--- src/rtl/jpeg_blk_arbiter.sv ---
// jpeg_blk_arbiter: block-granular round-robin arbiter that shares one JPEG
// coefficient datapath between NUM_REQ component streams. A grant is held for
// exactly BLK_LEN accepted beats so blocks from different streams never
// interleave. Framing (first/last), source tags and block-done pulses are
// generated here.
module jpeg_blk_arbiter #(
    parameter int NUM_REQ = 3,
    parameter int DATA_W  = 12,
    parameter int BLK_LEN = 64,
    parameter int SRC_W   = 2
) (
    input  logic                      clk,
    input  logic                      rst,
    input  logic [NUM_REQ-1:0]        req_valid,
    input  logic [NUM_REQ*DATA_W-1:0] req_data,
    output logic [NUM_REQ-1:0]        req_ready,
    output logic                      dp_valid,
    output logic [DATA_W-1:0]         dp_data,
    output logic [SRC_W-1:0]          dp_src,
    output logic                      dp_first,
    output logic                      dp_last,
    input  logic                      dp_ready,
    input  logic                      flush,
    output logic                      busy,
    output logic                      blk_done,
    output logic [SRC_W-1:0]          blk_done_src
);

    localparam int                CNT_W     = $clog2(BLK_LEN);
    localparam logic [CNT_W-1:0]  LAST_BEAT = CNT_W'(BLK_LEN - 1);
    localparam logic [SRC_W-1:0]  LAST_SRC  = SRC_W'(NUM_REQ - 1);
    localparam logic [SRC_W:0]    NUM_REQ_W = (SRC_W+1)'(NUM_REQ);

    typedef enum logic {
        IDLE,
        BURST
    } state_t;

    state_t             state, state_next;
    logic [SRC_W-1:0]   grant, grant_next;
    logic [SRC_W-1:0]   rr_ptr, rr_ptr_next;
    logic [CNT_W-1:0]   beat_cnt, beat_cnt_next;
    logic               done_next;
    logic [SRC_W-1:0]   done_src_next;
    logic [SRC_W-1:0]   grant_inc;
    logic               pick_found;
    logic [SRC_W-1:0]   pick;
    logic [SRC_W:0]     cand;
    logic               accept;

    assign grant_inc = (grant == LAST_SRC) ? '0 : grant + SRC_W'(1);

    // Round-robin search: first valid requester starting at rr_ptr, wrapping modulo NUM_REQ.
    always_comb begin
        pick_found = 1'b0;
        pick       = '0;
        cand       = '0;
        for (int k = 0; k < NUM_REQ; k++) begin
            cand = {1'b0, rr_ptr} + (SRC_W+1)'(k);
            if (cand >= NUM_REQ_W) begin
                cand = cand - NUM_REQ_W;
            end
            if (!pick_found && req_valid[cand[SRC_W-1:0]]) begin
                pick_found = 1'b1;
                pick       = cand[SRC_W-1:0];
            end
        end
    end

    // Next-state and output logic: IDLE arbitrates, BURST forwards the granted stream and counts beats.
    always_comb begin
        state_next    = state;
        grant_next    = grant;
        rr_ptr_next   = rr_ptr;
        beat_cnt_next = beat_cnt;
        done_next     = 1'b0;
        done_src_next = blk_done_src;
        req_ready     = '0;
        dp_valid      = 1'b0;
        dp_data       = '0;
        dp_src        = '0;
        dp_first      = 1'b0;
        dp_last       = 1'b0;
        busy          = 1'b0;
        accept        = 1'b0;
        case (state)
            IDLE: begin
                if (!flush && pick_found) begin
                    grant_next    = pick;
                    beat_cnt_next = '0;
                    state_next    = BURST;
                end
            end
            BURST: begin
                busy             = 1'b1;
                dp_valid         = req_valid[grant];
                dp_data          = req_data[int'(grant)*DATA_W +: DATA_W];
                dp_src           = grant;
                dp_first         = (beat_cnt == '0);
                dp_last          = (beat_cnt == LAST_BEAT);
                req_ready[grant] = dp_ready;
                accept           = dp_valid & dp_ready;
                if (flush) begin
                    state_next    = IDLE;
                    beat_cnt_next = '0;
                    rr_ptr_next   = grant_inc;
                end else if (accept) begin
                    if (dp_last) begin
                        state_next    = IDLE;
                        beat_cnt_next = '0;
                        rr_ptr_next   = grant_inc;
                        done_next     = 1'b1;
                        done_src_next = grant;
                    end else begin
                        beat_cnt_next = beat_cnt + CNT_W'(1);
                    end
                end
            end
            default: begin
                state_next = IDLE;
            end
        endcase
    end

    // State register; reset drops any block in flight without reporting it.
    always_ff @(posedge clk or posedge rst) begin
        if (rst) begin
            state        <= IDLE;
            grant        <= '0;
            rr_ptr       <= '0;
            beat_cnt     <= '0;
            blk_done     <= 1'b0;
            blk_done_src <= '0;
        end else begin
            state        <= state_next;
            grant        <= grant_next;
            rr_ptr       <= rr_ptr_next;
            beat_cnt     <= beat_cnt_next;
            blk_done     <= done_next;
            blk_done_src <= done_src_next;
        end
    end

endmodule

--- config.mk ---
export PLATFORM = sky130hd
export DESIGN_NAME = jpeg_blk_arbiter
export DESIGN_NICKNAME = d
export VERILOG_FILES = /design/src/rtl/jpeg_blk_arbiter.sv
export SDC_FILE = /design/constraint.sdc
export NUM_CORES = 1
export LEC_CHECK = 0
export ABC_AREA = 1
export CAP_MARGIN = 20
export CORE_AREA = 5 5 62 64
export CTS_BUF_LIST = sky130_fd_sc_hd__clkbuf_8
export CTS_CLUSTER_DIAMETER = 150
export DETAILED_ROUTE_END_ITERATION = 10
export DIE_AREA = 0 0 67 69
export PLACE_DENSITY = 0.86
export SYNTH_ARGS = -nofsm -noshare
export SYNTH_HDL_FRONTEND = slang
export SYNTH_SLANG_ARGS = --single-unit
--- constraint.sdc ---
create_clock -name clk -period 4.55 [get_ports clk]
set_input_delay 0.91 -clock clk [delete_from_list [all_inputs] [get_ports clk]]
set_output_delay 0.91 -clock clk [all_outputs]
set_load 0.01 [all_outputs]
## Word-level counts from Yosys, hierarchy flattened

Index checks and enable logic that the tools add are counted.

| storage, ports and cells | value |
|---|---|
| register bits | 14 |
| bits of input ports | 43 |
| output and inout port bits | 24 |
| logic and storage cells | 89 |

| operators by class | value |
|---|---|
| add/sub/neg operators | 7 |
| multiply operators | 1 |
| magnitude comparators | 8 |
| equality and inequality tests | 4 |
| shifts and indexed selects | 1 |
| muxes and demuxes | 44 |
| bitwise logic cells | 4 |
| reduce and logical (&&, ||, !) cells | 14 |

Operators with widths:

| operator | number |
|---|---|
| $shiftx A36 B7 Y12 | 1 |
| $mux W6 | 4 |
| $mux W2 | 11 |
| $mux W1 | 20 |
| $lt A2 B3 Y1 const B | 4 |
| $mux W12 | 1 |
| $pmux W6 S2 | 1 |
| $bmux W1 S2 | 4 |
| $add A6 B1 Y6 const B | 1 |
| $eq A6 B6 Y1 const B | 1 |
| $ge A3 B2 Y1 const B | 2 |
| $logic_not A6 Y1 | 1 |
| $sub A2 B2 Y2 const B | 3 |
| $logic_and A1 B1 Y1 | 4 |
| $mul A2 B2 Y4 const B | 1 |
| $reduce_and A2 Y1 | 2 |
| $reduce_and A4 Y1 | 1 |
| $reduce_bool A2 Y1 | 2 |
| $add A2 B1 Y3 const B | 1 |
| $add A2 B2 Y3 const B | 1 |
| $and A3 B3 Y3 | 1 |
| $logic_not A1 Y1 | 3 |
| $mux W3 | 1 |
| $ne A3 B2 Y1 const B | 1 |
| other kinds (10) | 11 |

## Depth between registers and ports, before layout

Gate-level depths: netlist of run 1.

| depth | value |
|---|---|
| depth in word-level cells | 14 |
| mapped depth | 13 |
| mapped depth without buffers | 12 |

## Worst setup path after synthesis of run 1

Ideal clock, no wire load.

| timing path | value |
|---|---|
| path type | input port to output port |
| from | input dp_ready |
| to | output req_ready[0] |
| arrival time | 1,243 ps |
| data required time | 3,640 ps |
| slack | 2,397 ps |
| stages on the path | 2 |
| buffers on the path | 0 |
| path through | nand2_1 -> nor3_1 |

| on the way | value |
|---|---|
| longest elaborated chain between the ends | 2 |

Ends and longest elaborated chain:

| item | RTL line | text |
|---|---|---|
| start, declared | 22 | `input logic dp_ready,` |
| $and A3 B3 Y3 (no line) | n/a |  |
| $mux W3 | 86 | `case (state)` |
| end, declared | 16 | `output logic [NUM_REQ-1:0] req_ready,` |

No other way between the ends.

## Final worst setup path of run 1

| timing path | value |
|---|---|
| from | input req_valid[1] |
| to | output dp_valid |

| on the way | value |
|---|---|
| longest elaborated chain between the ends | 3 |

Ends and longest elaborated chain:

| item | RTL line | text |
|---|---|---|
| start, declared | 14 | `input logic [NUM_REQ-1:0] req_valid,` |
| $bmux W1 S2 | 96 | `dp_valid = req_valid[grant];` |
| $mux W1 (implied by the code) | 96 |  |
| $mux W1 | 86 |  |
| end, declared | 17 | `output logic dp_valid,` |

No other way between the ends. The select of a mux whose other input is x is not followed.

==> results of run 1 <==
## flip-flops by register name, indices dropped and copies added, names as in the netlist
register / cells
grant: 2
state: 1
blk_done_src: 2
blk_done: 1
rr_ptr: 2
beat_cnt: 6
## cells by family (layout without fill, tap and decap cells)
group / Yosys count / in the layout / synth area share (%)
AO/OA/AOI/OAI: 10 / 10 / 4.513
flip-flops: 14 / 14 / 24.78
AND/OR/NAND/NOR: 161 / 161 / 51.59
buffers and inverters: 46 / 107 / 13.45
XOR/XNOR: 2 / 2 / 1.239
adder cells (fa/ha/maj): 5 / 5 / 4.425
## power by group through the flow
| stage | combinational [mW] | clock (mW) | sequential (mW) |
|---|---|---|---|
| finish | 0.731 | 0.100 | 0.227 |
| floorplan | 0.516 | 0 | 0.180 |
| detailed placement | 0.730 | 0 | 0.229 |
| CTS | 0.737 | 0.101 | 0.226 |
| global placement | 0.719 | 0 | 0.227 |
| global route | 0.817 | 0.107 | 0.235 |
## layout by cell type, fill, tap and decap left out, drive strengths merged, types with 3 or more instances in the layout
master         count
nand4              4
clkbuf             3
nand3             32
dfrtp             14
inv               38
nor2              13
clkdlybuf4s50     66
ha                 5
nand2            109
o21ai              7
## layer usage
layer,vias up,track usage [%]
li1,851,-
met4,0,3.604
met1,724,20.08
met5,-,0
met3,4,6.494
met2,81,30.46
## final cells by class
cell class,count,area share (%)
clock buffers,3,1.942
inverters,38,6.710
multi-input cells,178,41.08
flip-flops and latches,14,16.48
well taps,46,2.707
repair buffers,66,31.08
## per-stage QoR
step / area [sq um] / std cells / utilization (%) / setup WS (ps)
2_1_floorplan: 1414 / 238 / - / 2397
3_3_place_gp: 2085 / 342 / 64.50 / 1287
3_5_place_dp: 2085 / 342 / 64.50 / 1247
4_1_cts: 2126 / 345 / 65.78 / 1251
5_1_grt: 2126 / 345 / 65.78 / 1182
6_report: 2126 / 345 / 65.78 / 1238
## worst min-delay path by stage
stage                                     start                           to  slack [ps]
floorplan                 rr_ptr[1]$_DFFE_PP0P_        rr_ptr[1]$_DFFE_PP0P_         470
global placement    blk_done_src[0]$_DFFE_PP0P_  blk_done_src[0]$_DFFE_PP0P_         460
detailed placement  blk_done_src[1]$_DFFE_PP0P_  blk_done_src[1]$_DFFE_PP0P_         490
CTS                 blk_done_src[1]$_DFFE_PP0P_  blk_done_src[1]$_DFFE_PP0P_         500
global route        blk_done_src[1]$_DFFE_PP0P_  blk_done_src[1]$_DFFE_PP0P_         520
finish              blk_done_src[1]$_DFFE_PP0P_  blk_done_src[1]$_DFFE_PP0P_         500
## worst register-to-register path: stages, from the launching register on
cell	delay, ps
dfrtp_1	400
inv_1	60
ha_1	390
inv_2	80
nand2_1	60
nand2_1	90
a21oi_4	160
nand3_2	90
nand2_2	260
nand2_2	150
nand2_1	90
nand2_1	50
==> results.md, run 1 <==
- Status: complete, no violations
- Port buffer count: 66
- Final wirelength: 3998 um
- RSZ-0062 raised after global routing: false
- ANT nets after route: 0
- Register area share after synthesis: 24.78%
- Die W: 67 um
- Comb pwr share: 69.1%
- Reg-to-Reg End: beat_cnt[3]$_DFFE_PP0P_
- Synth area leader: nand2_1
- Cell row count: 21
- Design Power: 1.058 mW
- Wl on met1: 1571 um
- Synthesized area: 1414 sq um
- Critical Path Sink: dp_valid
- Maxcap violations: 0
- GPL Wtd Cong: 0.8736
- R2R depth: 11
- Inserted Diodes: 0
- Top cells by count, synth: nand2_1, inv_1, nand3_1, dfrtp_1, nor2_1
- Critical path arrival: 2400 ps
- Reg area: 350.3 sq um
- Nets: 349
- Crit path launch type: primary input
- Starting density of the core: 43.75%
- Top delay family on crit path: buffers and inverters
- Syn_nets: 286
- CP Class: primary input to output pin
- Count leader, synth: nand2_1
- DR WL met3: 513 um
- Clk_lat worst skew: 240 ps
- Largest net degree at the start of global routing: 26
- Synth async-reset ratio: 100.0%
- Initial antenna violation count: 0
- Most common cell on crit path: clkdlybuf4s50_1
- Fin crit period: 3312 ps
- FF+latch count, synth: 14
- Post-CTS setup buffers: 0
- CTS buffer count: 3
- Hold_buf cts: 0
- Post-CTS Resized: 0
- Hold Path Class: register to register
- Clock sinks: 14
- Wire length per cell: 11.59 um
- Syn Area/Cell: 5.941 sq um
- Hold Fails Final Rpt: 0
- Synth Flop Type: dfrtp_1
- DIE HEIGHT: 69 um
- Worst VDD drop: 222.7 uV
- DRC violations left: 0
- Setup tns final: 0 ps
- Rel. slew slack: 41.34%
- Critical Path RT: 3640 ps
- Die area: 4623 sq um
- 1st-pass router iterations: 4
- First-pass GRT wire length: 6617 um
- Routed vias: 1660
- Final period utilization: 72.80%
- Root buf cell: clkbuf_8
- CP max-delay cell: clkdlybuf4s50_1
- Leakage power: 1.128 nW
- Core area: 3232 sq um
- Seq pwr share: 21.5%
- Multi-input gate area: 873.3 sq um
- Layout cells sized above 1: 8.361%
- Area share of the largest cell type after synthesis: 27.61%
- Slowest Stage Delay on Critical Path: 540 ps
- Worst hold margin: 495.2 ps
- Switch share: 49.85%
- Count of different cell masters after synthesis: 27
- Max-slew violations: 0
- Vias/cell: 4.812
- Fill cells: 303
- Fmax: 0.3019 GHz
- Cells after Synth: 238
- Iteration-0 DRC Markers: 79
- Clock transition at path regs: 60 ps
- Tot GR Track Use: 17.53%
- Power Density: 497.7 nW/um^2
- Critical path depth: 6
- Top post-synthesis cells by area: nand2_1, dfrtp_1, nand3_1, inv_1, nand3_2
- CTS tree: yes
- Hold Crit Depth: 2
- Post-synth EDFFs: 0
- Skew final: 4.221 ps
- GRT overflow: 0
- Crit Path Max Fanout: 5
- CP Buf/Inv Count: 3
- Crit. Startpoint: req_valid[1]
- Tightest Pin Transition: 879.9 ps
- Clock power share: 9.5%
- Met2 wire len: 1875 um
- Yosys warns: 0
- H-tree depth: 1
- Critical Path End Type: output pin
- Area delta synth->final: 50.35%
- Final setup vio count: 0
- Vias in the first global route: 1602
- R2R Setup Slk: 2570 ps
- Post-DP HPWL: 3260 um
- Int Pwr: 0.5305 mW
- Max clock buf depth: 2
- CP Cell Sequence: clkdlybuf4s50_1, nand3_1, nand3_2, nand2_1, inv_1, clkdlybuf4s50_1
- DR top layer: met4
- Worst flop-to-flop path startpoint: rr_ptr[0]$_DFFE_PP0P_
- Sw Pwr: 0.5274 mW
- Total I/O pin count: 67
Power figures use the tool's default switching activity.
==> inputs of run 2 (changes only) <==
Settings changed: CORE_AREA 5 5 62 64 to 5 5 67 69, DIE_AREA 0 0 67 69 to 0 0 72 74, PLACE_DENSITY 0.86 to 0.77.
Clock period 4.55 ns to 2.95 ns, I/O delays scaled along.
==> results.md, run 2 (synthesized netlist as in run 1, its figures left out) <==
- Status: complete, no violations
- Hold Path Class: register to register
- Layout cells sized above 1: 8.667%
- Routed vias: 1645
- CTS tree: yes
- Met3 usage: 6.081%
- Iteration-0 DRC Markers: 60
- Slowest Stage Delay on Critical Path: 530 ps
- Nets: 350
- Critical path arrival: 2100 ps
- Max clock buf depth: 2
- Port buffer count: 66
- Hold Fails Final Rpt: 0
- Tightest Pin Transition: 524.2 ps
- Comb pwr share: 70.8%
- Tot GR Track Use: 14.78%
- Area delta synth->final: 51.24%
- Leakage power: 1.133 nW
- Initial antenna violation count: 0
- Switch share: 49.49%
- Die area: 5328 sq um
- Skew final: 2.249 ps
- Most common cell after layout, fill and taps aside: nand2_1
- CP Class: register to output pin
- Inserted Diodes: 0
- Seq pwr share: 19.6%
- Critical Path End Type: output pin
- Vias/cell: 4.700
- Post-CTS setup buffers: 0
- Biggest register: beat_cnt
- RSZ-0062 raised after global routing: false
- Most frequent cells in the layout: nand2_1, clkdlybuf4s50_1, inv_1, nand3_1, dfrtp_1
- GRT overflow: 0
- Hold_buf cts: 0
- Cell row count: 23
- Worst VDD drop: 331.0 uV
- Final wirelength: 3875 um
- GRT met2 Usage: 26.12%
- Largest net degree at the start of global routing: 15
- Sw Pwr: 0.8098 mW
- First-pass GRT wire length: 6389 um
- Power Density: 765.2 nW/um^2
- Fin crit period: 2687 ps
- Crit path launch type: register
- Busiest grt layer: met2
- Wire length per cell: 11.07 um
- Die W: 72 um
- Hold Crit Depth: 2
- CP max-delay cell: clkdlybuf4s50_1
- R2R depth: 11
- DIE HEIGHT: 74 um
- CTS buffer count: 3
- Placed Cells incl. Taps: 347
- Max-slew violations: 0
- Total I/O pin count: 67
- ANT nets after route: 0
- GPL Wtd Cong: 0.8077
- Critical Path RT: 2360 ps
- Core area: 3856 sq um
- DRC violations left: 0
- Maxcap violations: 0
- Clock transition at path regs: 60 ps
- Crit Path Max Fanout: 13
- 1st-pass router iterations: 4
- Post-CTS Resized: 0
- H-tree depth: 1
- Met1 GRT Util: 16.43%
- Starting density of the core: 36.66%
- Clock power share: 9.6%
- Post-DP HPWL: 3247 um
- Setup tns final: 0 ps
- Rel. slew slack: 65.01%
- Max reg flops: 6
- Root buf cell: clkbuf_8
- Final setup vio count: 0
- Final period utilization: 91.10%
- Fmax: 0.3721 GHz
- CP Cell Sequence: inv_1, nand2_1, inv_1, nand2_1, nand3_1, nand2_1, inv_1, clkdlybuf4s50_1
- Int Pwr: 0.8265 mW
- Clk_lat worst skew: 240 ps
- Clock sinks: 14
- Vias in the first global route: 1582
- Fin cells: 350
run 2: power by group through the flow:
stage | registers, mW | logic [mW] | clock network, mW
CTS | 0.320 | 1.17 | 0.157
global placement | 0.323 | 1.16 | 0
detailed placement | 0.323 | 1.17 | 0
global route | 0.333 | 1.30 | 0.165
floorplan | 0.278 | 0.795 | 0
finish | 0.321 | 1.16 | 0.157
run 2: worst max-delay path: cells and delay by family, from the launching register on:
family,cells,cell delay [ps]
buf+inv,4,1020
flops,1,490
simple gates,4,350
run 2: final cells by class:
type | count | area [sq um]
clock buffer | 3 | 41.29
fill | 394 | 1718
inverter | 38 | 142.6
multi-input combinational | 178 | 873.3
sequential | 14 | 350.3
tap | 50 | 62.56
timing repair buffer | 67 | 668.1
run 2: path summary, 6_finish.rpt:
kind | from | to | slack (ps)
max | grant[1]$_DFFE_PP0P_ | dp_data[10] | 260
min | blk_done_src[0]$_DFFE_PP0P_ | blk_done_src[0]$_DFFE_PP0P_ | 480
max reg2reg | rr_ptr[0]$_DFFE_PP0P_ | beat_cnt[3]$_DFFE_PP0P_ | 1030
min reg2reg | blk_done_src[0]$_DFFE_PP0P_ | blk_done_src[0]$_DFFE_PP0P_ | 480
max in group asynchronous | rst | rr_ptr[1]$_DFFE_PP0P_ | 1920
min in group asynchronous | rst | beat_cnt[3]$_DFFE_PP0P_ | 680
run 2: layer usage:
| metal | share of wire [%] | vias to the layer above |
|---|---|---|
| li1 | - | 858 |
| met1 | 42 | 717 |
| met2 | 45 | 66 |
| met3 | 12 | 4 |
| met4 | 1.2 | 0 |
| met5 | 0 | - |
run 2: per-stage QoR:
stage                     worst slack [ps]  area (sq um)  util [%]  power, mW  hold WS [ps]
after global placement               330.2          2097     54.38      1.486         464.0
after detailed placement             308.4          2097     54.38      1.491         470.6
final                                262.5          2138     55.45      1.636         476.6
after CTS                            238.1          2138     55.45      1.650         483.7
after floorplan                       1181          1414         -      1.073         466.5
after global routing                 104.1          2138     55.45      1.798         515.6
==> RTL change 1, RTL diff (config.mk and constraints of run 1) <==
`NUM_REQ`: 3 -> 2.
--- a/src/rtl/jpeg_blk_arbiter.sv
+++ b/src/rtl/jpeg_blk_arbiter.sv
@@ -4,7 +4,7 @@
 // interleave. Framing (first/last), source tags and block-done pulses are
 // generated here.
 module jpeg_blk_arbiter #(
-    parameter int NUM_REQ = 3,
+    parameter int NUM_REQ = 2,
     parameter int DATA_W  = 12,
     parameter int BLK_LEN = 64,
     parameter int SRC_W   = 2
Interface: changed (resized req_data, req_ready and req_valid); port bits go from 67 to 53. No check against the original RTL was run, so the function may have changed too.
==> RTL change 1 against run 1 <==
Sequential cell count stayed put; setup slack gained 67 ps; global-route usage is 4.4 points lower; count of clock-buffer cells in the layout is 1 higher; synthesized area decreased by 28%; power down 39%; sequential share of layout area is 5.1 points higher; wire length decreased by 27%; cell area is 23% lower.
==> RTL change 1: results (changes against run 1) <==
status=finished, final reports clean; DR vias=1117 (-33%); placed inst area=1570 sq um (-25%); final-stage net count=227 (-35%); M1 WL=1260 microns (-20%); Max VDD drop=0.000204 V (-8.3%); sequential share of the synthesized area=34.4% (+9.7 points); fill count=311 (+2.6%); library cells used by synthesis=25 (-7.4%); non-filler instance count after layout=240 (-30%); GP Congestion=0.800 (-8.4%); total power=0.000641 W (-39%); Min-Delay Startpoint=rr_ptr[1]; pre-CTS setup slack=1320 ps (+69.7 ps); adder-cell area share of the yosys netlist=2.46% (-2.0 points); gr usage total=13.1% (-4.4 points); met1 Track Usage GR=17.0% (-3.1 points); pin count of the biggest net entering global routing=19 (-27%); slowest stage delay, CP=560 ps (+20 ps); Avg Cell Area, Syn=7.16 sq um (+21%); metal2 WL=1380 microns (-26%); IO Port Bufs=52 (-21%); global-route wire length before repair=4810 microns (-27%); wire per inst=12.1 microns (+4.2%); Seq pwr share=26.7% (+5.2 points); share of cells above drive strength 1=8.76% (+0.40 points); top post-synthesis cells by count=36 x nand2_1, 20 x nor2_1, 18 x inv_1
## RTL change 1: changes by cell type after synthesis, sizes merged, moves of 2 or more
cell / run 1 / this run
nor4: 0 / 2
nand3: 32 / 7
a21oi: 2 / 0
nor2: 13 / 23
clkbuf: 3 / 0
ha: 5 / 2
nand2: 109 / 39
inv: 38 / 21
nand4: 4 / 6
a22oi: 0 / 12
## RTL change 1: cell type report
cell class | instances | area [sq um] | area share [%]
Multi-Input combinational cell | 103 | 564 | 34.7
Sequential cell | 14 | 350 | 21.5
Inverter | 21 | 78.8 | 4.85
Timing Repair Buffer | 52 | 520 | 32.0
Clock buffer | 4 | 55.1 | 3.38
Tap cell | 46 | 57.6 | 3.54
## RTL change 1: path summary, 6_finish.rpt
path,end,slack [ps],cells after the start
max in group asynchronous,grant[0],3190,2
min reg2reg,rr_ptr[1],480,2
max reg2reg,beat_cnt[0],3050,6
min in group asynchronous,beat_cnt[2],1000,2
min,rr_ptr[1],480,2
max,dp_valid,1300,6
==> RTL change 2, RTL diff (config.mk and constraints of run 1) <==
Without the edit above. Make the reset (`rst`) synchronous in one clocked block.
--- a/src/rtl/jpeg_blk_arbiter.sv
+++ b/src/rtl/jpeg_blk_arbiter.sv
@@ -123,7 +123,7 @@
     end
 
     // State register; reset drops any block in flight without reporting it.
-    always_ff @(posedge clk or posedge rst) begin
+    always_ff @(posedge clk) begin
         if (rst) begin
             state        <= IDLE;
             grant        <= '0;
Formal check against the unedited RTL: differs if rst is asserted again (counterexample within 4 cycles, from zero or initial values and one cycle with rst high); with rst held inactive, the same outputs for 10 cycles.
==> RTL change 2 against run 1 <==
Setup slack better by 10 ps; synthesized area down 4.4%; clock skew down 2.9 ps; critical path depth down 2; cell area down 1.2%; wire length up 11%; count of clock-buffer cells in the layout up 1; register-to-register slack worse by 90 ps; sequential cell count unchanged; synthesized cell count up 2.9%; first-iteration DRC count up 43%; critical endpoint is now req_ready[2]; largest cell class unchanged.
Power is not compared: it rests on default switching activity, and its combinational part moved more than twofold at a synthesized area within 25%.
==> RTL change 2: results (changes against run 1) <==
clock skew=1.31 ps (-2.91 ps); adder-cell area share of the yosys netlist=4.63% (+0.20 points); syn nets=293 (+2.4%); fin worst setup slack=1250 ps (+10.0 ps); 1st-pass router iterations=6 (+2); pre-CTS setup slack=1280 ps (+34.4 ps); status=finished, final reports clean; global-route wire length before repair=7130 microns (+7.8%); top cells by area, synth=nand2_1 21%, dfxtp_1 21%, nand3_1 15%, inv_1 9.7%, nor2_1 7.5%; placed cell count=351 (+2.6%); setup slack, reg-to-reg=2480 ps (-90 ps); metal3 WL=512 microns (-0.19%); final hold slack=450 ps (-44.7 ps); vias in the first global route=1620 (+1.1%); wire per inst=12.5 microns (+8.0%); worst-case reg-to-reg path depth=10 (-1); share of cells above drive strength 1=7.12% (-1.2 points); Primary FF master, synth=dfxtp_1; reg-to-reg startpoint=grant[0]; FFs w/ async S/R, synth=0% (-100 points); metal2 WL=2020 microns (+7.7%); sequential share of the synthesized area=20.7% (-4.0 points); via density per instance=5.05 (+5.0%); placed inst area=2040 sq um (-1.9%); dpl hpwl=3510 microns (+7.6%); drt initial violations=113 (+43%); DR vias=1794 (+8.1%); pin count of the biggest net entering global routing=21 (-19%); final-stage net count=358 (+2.6%); Worst Setup EP=req_ready[2]
[RTL change 2: cell types whose count changed after synthesis, sizes merged, moves of 2 or more]
cell / change
dfrtp: -14
nor2: +17
nand3: +10
dfxtp: +14
buf: -2
nand2: -27
a21oi: +5
[RTL change 2: layout make-up]
cell class | instances | area (sq um)
Inverter | 40 | 150
Tap cell | 46 | 57.6
Timing Repair Buffer | 67 | 668
Sequential cell | 14 | 280
Fill cell | 311 | 1130
Clock buffer | 4 | 55.1
Multi-Input combinational cell | 184 | 888
[RTL change 2: critical path, cell delays in order]
cell and delay, ps:
clkdlybuf4s50_1 500, nand2_1 100, nor3_1 270, clkdlybuf4s50_1 600
[RTL change 2: metal layers]
layer / track usage (%) / vias to the layer above
met3: 3.41 / 5
met4: 3.38 / 0
met5: 0 / -
met1: 23.8 / 801
met2: 32.4 / 95
li1: - / 893
